==> src/rtl/fullsub_bist.sv <==
// Self-test engine for a 1-bit full subtractor: sweeps all 8 {a,b,bin} vectors PASSES times and checks d/b0.
// Latency: done rises 16*PASSES clock edges after the edge that samples start (2 cycles per vector).
// No backpressure: start is a level request honoured only in IDLE/DONE; it is ignored while busy.
module fullsub_bist #(
   parameter int PASSES = 1,
   parameter int ERR_W  = 8
) (
   input  logic             clk,
   input  logic             rst,
   input  logic             start,
   output logic             a,
   output logic             b,
   output logic             bin,
   input  logic             d,
   input  logic             b0,
   output logic             busy,
   output logic             done,
   output logic             pass,
   output logic [ERR_W-1:0] err_count,
   output logic [2:0]       fail_vec,
   output logic             fail_valid
);

   localparam logic [1:0] IDLE   = 2'd0;
   localparam logic [1:0] DRIVE  = 2'd1;
   localparam logic [1:0] SAMPLE = 2'd2;
   localparam logic [1:0] DONE   = 2'd3;

   localparam logic [ERR_W-1:0] ERR_MAX  = {ERR_W{1'b1}};
   localparam logic [7:0]       LAST_PASS = 8'(PASSES - 1);

   logic [1:0] state;
   logic [2:0] v;
   logic [7:0] pass_cnt;
   logic       exp_d;
   logic       exp_b;
   logic       mismatch;

   // Golden full-subtractor response for the vector currently on the bus.
   always_comb begin
      exp_d    = v[2] ^ v[1] ^ v[0];
      exp_b    = (~v[2] & v[1]) | (~(v[2] ^ v[1]) & v[0]);
      mismatch = (d != exp_d) || (b0 != exp_b);
   end

   // Stimulus is only presented while a run is active; it is parked at zero otherwise.
   always_comb begin
      busy = (state == DRIVE) || (state == SAMPLE);
      done = (state == DONE);
      pass = done && (err_count == '0);
      a    = busy & v[2];
      b    = busy & v[1];
      bin  = busy & v[0];
   end

   // Sequencer: one settle cycle (DRIVE) then one compare cycle (SAMPLE) per vector.
   always_ff @(posedge clk or posedge rst) begin
      if (rst) begin
         state      <= IDLE;
         v          <= 3'd0;
         pass_cnt   <= 8'd0;
         err_count  <= '0;
         fail_vec   <= 3'd0;
         fail_valid <= 1'b0;
      end else begin
         case (state)
            IDLE, DONE: begin
               if (start) begin
                  state      <= DRIVE;
                  v          <= 3'd0;
                  pass_cnt   <= 8'd0;
                  err_count  <= '0;
                  fail_vec   <= 3'd0;
                  fail_valid <= 1'b0;
               end
            end
            DRIVE: begin
               state <= SAMPLE;
            end
            SAMPLE: begin
               if (mismatch) begin
                  if (err_count != ERR_MAX) begin
                     err_count <= err_count + 1'b1;
                  end
                  // Only the first failing vector of a run is recorded.
                  if (!fail_valid) begin
                     fail_vec   <= v;
                     fail_valid <= 1'b1;
                  end
               end
               if (v != 3'd7) begin
                  v     <= v + 3'd1;
                  state <= DRIVE;
               end else if (pass_cnt != LAST_PASS) begin
                  v        <= 3'd0;
                  pass_cnt <= pass_cnt + 8'd1;
                  state    <= DRIVE;
               end else begin
                  state <= DONE;
               end
            end
            default: begin
               state <= IDLE;
            end
         endcase
      end
   end

endmodule

==> config.mk <==
export PLATFORM = sky130hd
export DESIGN_NAME = fullsub_bist
export DESIGN_NICKNAME = d
export VERILOG_FILES = /design/src/rtl/fullsub_bist.sv
export SDC_FILE = /design/constraint.sdc
export NUM_CORES = 1
export LEC_CHECK = 0
export CORE_UTILIZATION = 45
export CTS_BUF_LIST = sky130_fd_sc_hd__clkbuf_16
export DETAILED_ROUTE_END_ITERATION = 8
export DONT_BUFFER_PORTS = 1
export REMOVE_ABC_BUFFERS = 1
export SYNTH_ARGS = -nofsm -noshare
export SYNTH_HDL_FRONTEND = slang
export SYNTH_SLANG_ARGS = --single-unit
==> constraint.sdc <==
create_clock -name clk -period 4.7 [get_ports clk]
set_clock_uncertainty 0.15 [all_clocks]
set_input_delay 0.47 -clock clk [delete_from_list [all_inputs] [get_ports clk]]
set_output_delay 0.47 -clock clk [all_outputs]
set_load 0.005 [all_outputs]
==> qor.yml <==
layout:
  drive_gt1_share_pct: 5.85
  nets: 188
  n_antenna_cell: 0
  utilization_pct: 50.8
  area_growth_pct: 6.83
  fin_area_sq_um: 1720
critical_path:
  cp-end-kind: "flip-flop"
  path_depth: 6
  critPathMaxFanout: 24
  timing.rr.start: "state[0]$_DFFE_PP0P_"
  worst_ep_arrival_time_ns: 2.84
  critPathTopFamily: "compound AO/OA/AOI/OAI gates"
  max_stage_delay_ns: 0.73
  start_kind: "flip-flop"
  cp.buffers_inverters: 1
  worstPathRequired_ns: 4.67
  cp-startpoint: "state[0]$_DFFE_PP0P_"
  path_cells: "inv_1, ha_1, nand2_2, o41ai_4, or2_0, o221ai_1"
  reg2reg_depth: 6
  slowest_stage: "ha_1"
  worstSetupPathType: "reg2reg"
route:
  antenna_left: 0
  wl_per_cell_um: 15.8
  met2_length_um: 1700
  vias_per_cell: 5.82
  wl_um: 3420
  via_count: 1263
  met1_length_um: 1510
  drc: 0
  first_pass_iters: 4
  topRoutingLayerUsed: "met4"
  route.met3.wl_um: 153
  drt_iter0_drc: 118
die:
  fp.dieW_um: 61.8
  die-area_sq_um: 3820
  rows: 21
  core-area_sq_um: 3390
  io_pins: 23
  die_h_um: 61.8
  start_util_pct: 47.5
clock_network:
  hold_buffers: 0
  h-tree-depth: 1
  cts_tree: "yes"
  cts_resized: 0
  cts_buffers: 3
  cts.path.max_buffers: 2
  clock_sinks: 25
  clkLatencyLatePin_ns: 0.26
  cts_setup_buffers: 0
  clkSlewWorstSetupHoldPaths_ns: 0.06
  ctsRootBufferMaster: "clkbuf_16"
run_status:
  outcome: "completed"
power_and_ir_drop:
  power_switching_w: 0.000344
  ir_drop_mv: 0.286
  p_int_w: 0.000503
  p_leak_nw: 0.742
  powerDensity_nw_per_um2: 492
  power_w: 0.000847
  p_comb_share_pct: 44.1
  pwr-share-seq_pct: 33.3
  power_switching_share_pct: 40.6
  clkPwrFrac_pct: 22.6
yosys:
  async_flop_share_pct: 100
  synth_area_leaders: "dfrtp_1 39%, ha_1 7.8%, mux2i_1 5.0%"
  syn-instance-count: 172
  synth_top_area_share_pct: 38.8
  synthFlopType: "dfrtp_1"
  synthTopCellsByCount: "25 x dfrtp_1, 21 x nand2_1, 15 x inv_1, 11 x o21ai_0, 10 x ha_1"
  synth_top_cell_by_area: "dfrtp_1"
  synth_edf_count: 0
  yosysWarnings: 0
  avgSynthCellArea_sq_um: 9.37
  synth.most_common_cell: "dfrtp_1"
  netlist-cell-type-count: 45
  synth-seq-area-share_pct: 38.8
  syn_area_sq_um: 1610
  ys_seq_elements: 25
sta:
  period_share_pct: 61.0
  final-hold-violation-count: 0
  finalSetupViolations: 0
  worstMarginPinSlew_ns: 0.980
  tns_ns: 0
  layout_min_cycle_time_ns: 2.87
  rsz0062_at_grt: "no"
  drv_slew: 0
  max_slew_margin_pct: 34.6
  fmax_mhz: 349
  hold_slack_ns: 0.149
grt:
  grt_pass1_vias: 1234
  antenna_found_initial: 0
  grt_usage_pct: 20.3
  grt-ovfl-total: 0
  grt_pass1_wl_um: 5700
  grt_max_degree: 26
hold_path:
  worstHoldPathType: "in2reg"
  worstHoldPathCells: 1
  holdCritStartpoint: "start"
placement:
  place_congestion: 0.806
  placed_cell_area_sq_um: 1640
  place_hpwl_um: 2520
  port-buffer-count: 0
job:
  drv_cap: 0
==> sequential cells by signal, summed over array words and instances (netlist names) <==
signal / count
err_count: 8
v: 3
state: 2
pass_cnt: 8
fail_vec: 3
fail_valid: 1
==> path summary, 6_finish.rpt <==
path,slack [ns],endpoint
setup / recovery,1.83,err_count[7]$_DFFE_PP0P_
hold / removal,0.15,state[1]$_DFFE_PP0P_
setup reg to reg,1.83,err_count[7]$_DFFE_PP0P_
hold reg to reg,0.39,pass_cnt[0]$_DFFE_PP0P_
max in group asynchronous,3.63,err_count[4]$_DFFE_PP0P_
min in group asynchronous,0.17,pass_cnt[6]$_DFFE_PP0P_
==> logic make-up after synthesis <==
family          share of synthesized area (%)
flops                                    38.8
buf+inv                                  5.82
fa+ha+maj                                9.01
compound gates                           18.3
xor+xnor                                 1.09
simple gates                             21.3
mux                                      5.67
==> power groups by stage <==
stage | clock [W] | combinational (W) | sequential (W)
2_1_floorplan | 0 | 0.000300 | 0.000275
3_3_place_gp | 0 | 0.000367 | 0.000283
3_5_place_dp | 0 | 0.000374 | 0.000286
4_1_cts | 0.000197 | 0.000375 | 0.000283
5_1_grt | 0.000203 | 0.000422 | 0.000287
6_report | 0.000192 | 0.000373 | 0.000282
==> metal layers <==
metal | vias up | track usage, %
li1 | 615 | -
met3 | 5 | 4.14
met1 | 612 | 25.7
met5 | - | 0
met2 | 31 | 32.9
met4 | 0 | 10.2
==> layout make-up <==
type / count / area (sq um)
fill: 318 / 1670
multi-input combinational: 125 / 892
sequential: 25 / 626
clock inverter: 1 / 3.75
tap: 46 / 57.6
inverter: 16 / 60.1
clock buffer: 3 / 75.1
timing repair buffer: 1 / 7.51
==> layout by cell type, fill, tap and decap left out, types with 2 or more instances in the layout <==
cell type,Yosys,final
nor2_1,7,7
mux2i_1,8,8
dfrtp_1,25,25
nand2b_1,3,3
nand2_1,21,21
a21oi_1,3,3
nor3_1,4,4
and3_1,2,2
nand3_1,7,7
inv_1,15,16
and2_1,4,4
or4_1,3,3
ha_1,10,10
nand3b_1,3,3
nor4b_1,2,2
clkbuf_16,0,3
o21ai_0,11,11
a31oi_1,3,3
o22ai_1,2,2
o211ai_1,4,4
o221ai_1,3,3
o2bb2ai_1,5,5
==> stage by stage <==
stage | setup WS, ns | std cells
detailed placement | 1.84 | 213
global placement | 1.97 | 213
floorplan | 2.15 | 166
global route | 1.56 | 217
finish | 1.83 | 217
CTS | 1.83 | 217
Note: power is estimated with default switching activity, not from simulation.
